File: config.mk
export PLATFORM = sky130hd
export DESIGN_NAME = inst_queue
export DESIGN_NICKNAME = d
export VERILOG_FILES = /design/src/rtl/inst_queue.sv
export SDC_FILE = /design/constraint.sdc
export NUM_CORES = 1
export LEC_CHECK = 0
export CAP_MARGIN = 20
export CORE_MARGIN = 2
export CORE_UTILIZATION = 45
export CTS_CLUSTER_SIZE = 24
export DETAILED_ROUTE_END_ITERATION = 8
export GPL_TIMING_DRIVEN = 0
export PLACE_DENSITY = 0.71
export SYNTH_ARGS = -nofsm -noshare
export SYNTH_HDL_FRONTEND = slang
export SYNTH_SLANG_ARGS = --single-unit
File: constraint.sdc
create_clock -name clk -period 3.1 [get_ports clk]
set_clock_uncertainty 0.15 [all_clocks]
set_input_delay 0.62 -clock clk [delete_from_list [all_inputs] [get_ports clk]]
set_output_delay 0.62 -clock clk [all_outputs]
set_load 0.1 [all_outputs]
File: src/rtl/inst_queue.sv
// Instruction queue between the fetch byte-assembler and decode: a DEPTH-entry
// circular buffer of {inst, pc} pairs with a combinational head and a sticky drop flag.
module inst_queue #(
  parameter int DEPTH = 4
) (
  input  logic                     clk,
  input  logic                     rst,
  input  logic [31:0]              inst_i,
  input  logic [31:0]              inst_pc_i,
  input  logic                     inst_enable_i,
  input  logic                     flush_i,
  input  logic                     stall_i,
  output logic [31:0]              inst_o,
  output logic [31:0]              pc_o,
  output logic                     valid_o,
  output logic                     full_o,
  output logic [$clog2(DEPTH):0]   count_o,
  output logic                     overflow_o
);

  localparam int AW = $clog2(DEPTH);
  localparam logic [AW:0] FULL_COUNT = (AW + 1)'(DEPTH);

  logic [31:0]   inst_mem [DEPTH];
  logic [31:0]   pc_mem   [DEPTH];
  logic [AW-1:0] rd_ptr;
  logic [AW-1:0] wr_ptr;
  logic [AW:0]   count;
  logic          overflow;

  logic          is_empty;
  logic          is_full;
  logic          pop;
  logic          push;
  logic          drop;

  // Handshake: decode takes the head when valid_o is high and stall_i is low
  // (stall_i acts as !ready). Fetch offers one pulse on inst_enable_i per
  // instruction; a full queue still accepts it if the head leaves that cycle,
  // otherwise the pulse is lost and overflow_o latches. flush_i beats both.
  always_comb begin
    is_empty = (count == '0);
    is_full  = (count == FULL_COUNT);
    pop      = !is_empty && !stall_i && !flush_i;
    push     = inst_enable_i && !flush_i && (!is_full || pop);
    drop     = inst_enable_i && !flush_i && is_full && !pop;
  end

  // Storage is deliberately left without reset; count gates every read of it.
  always_ff @(posedge clk) begin
    if (push) begin
      inst_mem[wr_ptr] <= inst_i;
      pc_mem[wr_ptr]   <= inst_pc_i;
    end
  end

  always_ff @(posedge clk or negedge rst) begin
    if (!rst) begin
      rd_ptr   <= '0;
      wr_ptr   <= '0;
      count    <= '0;
      overflow <= 1'b0;
    end else if (flush_i) begin
      rd_ptr <= '0;
      wr_ptr <= '0;
      count  <= '0;
    end else begin
      if (push) begin
        wr_ptr <= wr_ptr + 1'b1;
      end
      if (pop) begin
        rd_ptr <= rd_ptr + 1'b1;
      end
      case ({push, pop})
        2'b10:   count <= count + 1'b1;
        2'b01:   count <= count - 1'b1;
        default: count <= count;
      endcase
      if (drop) begin
        overflow <= 1'b1;
      end
    end
  end

  always_comb begin
    valid_o    = !is_empty;
    full_o     = is_full;
    count_o    = count;
    overflow_o = overflow;
    inst_o     = is_empty ? 32'h0 : inst_mem[rd_ptr];
    pc_o       = is_empty ? 32'h0 : pc_mem[rd_ptr];
  end

endmodule

== Word level (Yosys, flattened, before mapping) ==
Memory sizes are Yosys's and may differ from the RTL's.
Cells that the tools add are included.
Storage, ports and cells
  register bits after elaboration: 8
  memory bits (writable): 256
  bits of input ports: 69
  output and inout port bits: 70
  logic and storage cells: 41
  memories kept: 2
Cells by class
  add/subtract/negate cells: 4
  equal/unequal tests: 3
  muxes and demuxes: 10
  bitwise gates (word level): 1
  reduce and logical (&&, ||, !) cells: 17
Memories
  inst_mem: words 4, bits a word 32, rd ports 1, clocked after memory_dff 0, wr ports 1, RTL line 24  | logic [31:0] inst_mem [DEPTH];
  pc_mem: words 4, bits a word 32, rd ports 1, clocked after memory_dff 0, wr ports 1, RTL line 25  | logic [31:0] pc_mem [DEPTH];
Operators with widths (number)
  32-bit 2-to-1 mux: 2
  2-bit 2-to-1 mux: 4
  1-bit logical AND: 6
  3-bit one-hot mux with 2 select lines: 1
  1-bit zero test: 5
  2-bit by 1-bit adder with 2-bit output (second input constant): 2
  2-bit nonzero test: 2
  3-bit by 1-bit adder with 3-bit output (second input constant): 1
  3-bit equality test (second input constant): 1
  3-bit zero test: 1
  3-bit 2-to-1 mux: 1
  3-bit nonzero test: 1
  3-bit by 1-bit subtractor with 3-bit output (second input constant): 1
  2-bit by 1-bit equality test with 1-bit output (second input constant): 1
  2-bit equality test (second input constant): 1
  1-bit 2-to-1 mux: 2
  2-bit AND reduction: 1
  1-bit logical OR: 1
  1-bit inverter: 1

== Longest topological paths before layout ==
Gate-level depths: netlist (run 1).
  depth after elaboration: 9
  mapped depth: 8

== Least setup slack after synthesis (run 1) ==
No wires, ideal clock.
  kind: register to register
  start: register count[0], in the netlist count_o[0]
  end: memory inst_mem[0][0], enable pin
  arrival: 3.291 ns
  setup slack: -0.769 ns
  cell stages (with the launch flop): 4
  path buffers: 0
  path through: dfrtp_1 > nor2_1 > a311oi_2 > and2_1
Between the ends
  longest elaborated chain between the ends: 8
  elaborated cells between the ends (all ways): 10
Ends and longest elaborated chain
  start, declared: RTL line 28  | logic [AW:0] count;
  start signal, assigned: RTL line 75  | 2'b10: count <= count + 1'b1;
  start signal, assigned: RTL line 76  | 2'b01: count <= count - 1'b1;
  start signal, assigned: RTL line 77  | default: count <= count;
  3-bit zero test: RTL line 42  | is_empty = (count == '0);
  1-bit zero test: RTL line 44  | pop = !is_empty && !stall_i && !flush_i;
  1-bit logical AND (2 in a row): RTL line 44
  1-bit logical OR (*): RTL line 45  | push = inst_enable_i && !flush_i && (!is_full || pop);
  1-bit logical AND (*): RTL line 45
  1-bit 2-to-1 mux (*): RTL line 51  | if (push) begin
  1-bit 2-to-1 mux (not written as such) (*): RTL line 52  | inst_mem[wr_ptr] <= inst_i;
  end, declared: RTL line 24
Mark *: on every way between the ends. The rest lies on a longest branch, timed or not.

== Final worst setup path (run 1) ==
  start: register count[2], in the netlist count_o[2]
  end: output port count_o[2]
RTL lines
  end, declared: RTL line 17  | output logic [$clog2(DEPTH):0] count_o,
No word-level cell between the ends.

==> results of run 1 <==
## final cells by class
cell class              instances  area share [%]
clock inverters                15           0.615
plain buffers                  25            1.69
multi-input cells             178            17.9
clock buffers                  33            5.45
repair buffers                140            9.89
inverters                       6           0.176
flip-flops and latches        264            61.5
well taps                     285            2.78
## per-stage QoR
| step | hold WS, ns | std cells |
|---|---|---|
| 5_1_grt | 0.262 | 946 |
| 4_1_cts | 0.236 | 944 |
| 3_5_place_dp | 0.326 | 895 |
| 2_1_floorplan | 0.174 | 473 |
| 6_report | 0.259 | 946 |
| 3_3_place_gp | 0.309 | 895 |
## cell families (layout without fill, tap and decap cells)
kind of cell | Yosys count | count (layout) | synth area share (%)
xor+xnor | 1 | 1 | 0.0856
buf+inv | 31 | 219 | 1.63
fa+ha+maj | 5 | 5 | 0.684
flops | 264 | 264 | 77.0
compound gates | 14 | 14 | 0.917
mux | 65 | 65 | 14.2
simple gates | 93 | 93 | 5.46
## worst max-delay path by stage
| stage | end | slack [ns] | depth (start not counted) |
|---|---|---|---|
| 6_report | count_o[2] | 0.04 | 1 |
| 5_1_grt | count_o[2] | -0.02 | 1 |
| 4_1_cts | inst_o[24] | 0.003 | 5 |
| 3_5_place_dp | pc_o[22] | -0.96 | 5 |
| 3_3_place_gp | pc_o[22] | -1.0 | 5 |
| 2_1_floorplan | inst_o[10] | -0.46 | 3 |
## sequential cells by signal, indices dropped and copies added, names as in the netlist
signal / cells
overflow_o: 1
wr_ptr: 2
count_o: 3
inst_mem: 128
pc_mem: 128
rd_ptr: 2
## report_power, final
group          leakage (nW)  internal (mW)  switching, mW  total [mW]
logic                  1.45          0.755           2.01        2.76
registers              2.43           4.06         0.0475        4.11
clock network         0.374           1.59           1.26        2.85
total                  4.26           6.41           3.31        9.72
## synthesized netlist by cell type, types with 5 or more instances
| cell | n | area [sq um] |
|---|---|---|
| and2_1 | 5 | 31.3 |
| buf_2 | 10 | 50.1 |
| clkbuf_1 | 8 | 30.0 |
| dfrtp_1 | 8 | 200 |
| edfxtp_1 | 256 | 7690 |
| inv_1 | 6 | 22.5 |
| mux4_2 | 64 | 1440 |
| nor2b_1 | 66 | 413 |
## routing by layer
metal  vias to the layer above  share of wire [%]
li1                       2254                  -
met1                      2548                 43
met2                       116                 50
met3                        28                4.8
met4                         0                1.7
met5                         -                  0
## timing repair
action,in CTS,in global routing
hold buffers,0,0
endpoints found under the setup margin,67,304
setup buffers,1,2
gates resized for setup,403,22
pin swaps,1,2
==> metrics.yaml, run 1 <==
drt_first_iter_violations: 208
synth_edf_count: 256
synth_area_sq_mm: 0.0102
gr-usage-all-layers_pct: 15.9
worstMarginPinSlew_ns: 1.04
drc_errors: 0
path_buf_inv: 1
fmax_ghz: 0.327
critPathCaptureType: "primary output"
nets: 716
gr-usage-met1_pct: 21.6
avgSynthCellArea_sq_um: 21.6
worstPathMaxFanout: 9
start_kind: "flop"
hpwlAfterDp_mm: 11.4
layout_setup_ws_ns: 0.0402
fin_crit_ns: 3.06
path_class: "reg -> out"
cts-root-buf: "clkbuf_16"
crit-reg2reg-launch: "count_o[1]"
core_sq_mm: 0.0225
layout_common_cells: "256 x edfxtp_1, 70 x clkdlybuf4s50_1, 64 x mux4_2"
final_common_cell: "edfxtp_1"
crit_required_ns: 2.33
yosys_warnings: 0
crit_chain: "clkdlybuf4s50_1"
clkTransAtPathRegs_ns: 0.06
cts_sinks: 264
die_w_microns: 155
p_leak_nw: 4.26
fin_crit_sh_pct: 98.7
drv_slew: 0
tns_ns: 0
cts_tree: "done"
rr_worst_depth: 9
clock_path_buffers: 3
fill_cells: 1693
diodes: 0
syn2layout_area_growth_pct: 25.2
drive_gt1_share_pct: 31.6
fin_util_pct: 57.0
placed_area_sq_mm: 0.0121
ant_nets: 0
crit_start: "count_o[2]"
dieArea_sq_mm: 0.0240
wl_per_cell_microns: 20.2
critical-path-top-delay-family: "buffers and inverters"
fin_area_sq_mm: 0.0128
cpPeakStageDelay_ns: 1.21
grt.busiest_layer: "met2"
cts_made_buffers: 27
ios: 139
synthArstFlopShare_pct: 3.03
relSlewSlack_pct: 30.9
synth_seq_area_share_pct: 77.0
antenna_found_initial: 0
status: "completed"
grt_pass1_wl_mm: 29.3
start_util_pct: 45.5
cp_slowest_cell: "clkdlybuf4s50_1"
die_y_microns: 155
grt_max_degree: 65
multi_input_area_sq_mm: 0.00229
rsz0062_at_grt: "true"
gp_congestion: 0.778
clk_latency_ns: 0.51
p_total_mw: 9.72
grt_util_met3_pct: 3.03
grt_pass1_vias: 5270
rows: 55
vias: 4946
grt_overflow: 0
synth_ff_type: "edfxtp_1"
maxCapViolCount: 0
power_per_cell_area_mw_per_mm2: 759
io_buffers: 137
r2r_slack_ns: 0.24
synthDistinctLibCells: 32
r2r-end: "count_o[2]"
dr.pass1.iters: 8
max-vdd-ir-drop_v: 0.000409
crit_arrival_ns: 2.29
dpl_worst_slack_ns: -0.956
viasPerCell: 5.23
wirelength_mm: 19.1
synthesis.nets: 547
hold_viol: 0
setup_viol: 0
ys_ff_latch: 264
hp-class: "in -> async"
grt_use_met2_pct: 26.8
syn_inst: 473
seq_area_sq_mm: 0.00789
h-tree-depth: 1
(Power assumes the default switching activity.)
==> run 2: changes to the inputs <==
--- a/config.mk
+++ b/config.mk
@@ -12,6 +12,7 @@
 export DETAILED_ROUTE_END_ITERATION = 8
 export GPL_TIMING_DRIVEN = 0
 export PLACE_DENSITY = 0.71
+export SKIP_LAST_GASP = 1
 export SYNTH_ARGS = -nofsm -noshare
 export SYNTH_HDL_FRONTEND = slang
 export SYNTH_SLANG_ARGS = --single-unit
==> run 2 against run 1 <==
Net effect:
- hold slack got worse by 0.0067 ns
- global-route usage did not move
- count of clock-buffer cells in the layout unchanged
- first-iteration DRC count grew 9.1%
- largest power group unchanged
- die area unchanged
- critical path depth is the same
- highest routed layer unchanged
- wire length is 0.29% lower
- combinational power about the same
- register-to-register slack is essentially flat
==> metrics.yaml, run 2 (synthesized netlist as in run 1, its figures left out) <==
wirelength_mm: 19.1
fin_crit_ns: 3.03
drive_gt1_share_pct: 31.8
fin_crit_sh_pct: 97.6
postCtsHoldBufs: 0
start_util_pct: 45.5
crit_required_ns: 2.33
maxCapViolCount: 0
wl_per_cell_microns: 20.1
hp-class: "in -> async"
setup_viol: 0
grt_overflow: 0
io_buffers: 137
worstPathMaxFanout: 8
cts_sinks: 264
grt_pass1_vias: 5270
power_per_cell_area_mw_per_mm2: 759
cts_made_buffers: 27
layout_setup_ws_ns: 0.0729
fin_util_pct: 56.9
path_class: "reg -> out"
critPathCaptureType: "primary output"
die_w_microns: 155
rsz0062_at_grt: "true"
dieArea_sq_mm: 0.0240
drc_errors: 0
grt_max_degree: 65
relSlewSlack_pct: 31.4
p_leak_nw: 4.27
cts_tree: "done"
syn2layout_area_growth_pct: 25.1
die_y_microns: 155
hpwlAfterDp_mm: 11.4
drv_slew: 0
crit_chain: "clkdlybuf4s50_1"
worstMarginPinSlew_ns: 1.03
final_common_cell: "edfxtp_1"
grt_pass1_wl_mm: 29.3
ios: 139
gr-usage-all-layers_pct: 15.9
clkTransAtPathRegs_ns: 0.06
cpPeakStageDelay_ns: 1.20
rows: 55
dr.pass1.iters: 4
max-vdd-ir-drop_v: 0.000411
layout_common_cells: "256 x edfxtp_1, 70 x clkdlybuf4s50_1, 64 x mux4_2"
fmax_ghz: 0.330
crit_arrival_ns: 2.26
p_total_mw: 9.72
antenna_found_initial: 0
cts-root-buf: "clkbuf_16"
clk_latency_ns: 0.51
status: "completed"
rr_worst_depth: 9
clock_path_buffers: 3
dpl_worst_slack_ns: -0.956
vias: 4966
viasPerCell: 5.24
r2r-end: "count_o[2]"
path_buf_inv: 1
nets: 718
critical-path-top-delay-family: "buffers and inverters"
start_kind: "flop"
r2r_slack_ns: 0.24
hold_viol: 0
drt_first_iter_violations: 227
core_sq_mm: 0.0225
diodes: 0
ant_nets: 0
crit-reg2reg-launch: "count_o[1]"
gp_congestion: 0.778
h-tree-depth: 1
cp_slowest_cell: "clkdlybuf4s50_1"
run 2: area by class of cell:
class / instances / area (sq um)
timing repair buffer: 142 / 1280
clock buffer: 33 / 698
buffer: 25 / 206
inverter: 6 / 22.5
clock inverter: 15 / 78.8
sequential: 264 / 7890
multi-input combinational: 178 / 2280
fill: 1695 / 9690
tap: 285 / 357
run 2: what timing repair did:
action                     CTS  global route
pin swaps                    1             2
gates resized for setup    397            26
setup endpoints to repair   67           303
gates cloned                 0             0
buffers inserted             1             4
run 2: power by group:
| part | leakage [nW] | internal, mW | switching (mW) | total (mW) |
|---|---|---|---|---|
| clock network | 0.374 | 1.59 | 1.26 | 2.85 |
| registers | 2.43 | 4.06 | 0.0477 | 4.11 |
| logic | 1.46 | 0.754 | 2.00 | 2.76 |
run 2: routing by layer:
| metal | global-route usage, % | wire, microns | vias to the layer above |
|---|---|---|---|
| li1 | - | - | 2257 |
| met1 | 21.6 | 8300 | 2538 |
| met2 | 26.8 | 9440 | 140 |
| met3 | 3.03 | 997 | 31 |
| met4 | 3.97 | 340 | 0 |
| met5 | 0 | 0 | - |
run 2: how the worst max path moves through the flow:
| stage | start | to | depth (start not counted) |
|---|---|---|---|
| 2_1_floorplan | count_o[2] | inst_o[10] | 3 |
| 3_3_place_gp | count_o[2] | pc_o[22] | 5 |
| 3_5_place_dp | count_o[2] | pc_o[22] | 5 |
| 4_1_cts | rd_ptr[0] | pc_o[22] | 6 |
| 5_1_grt | inst_enable_i | inst_mem[0][24] | 5 |
| 6_report | count_o[0] | count_o[0] | 1 |
run 2: through the flow:
step                      hold WS (ns)  cells  setup TNS [ns]  instance area, sq um
after floorplan                  0.174    473          -24.47                 10300
after global placement           0.309    895         -120.05                 12100
after detailed placement         0.326    895         -136.97                 12100
after CTS                        0.236    944          -0.235                 12700
after global routing             0.262    948          -11.89                 12800
final                            0.252    948               0                 12800
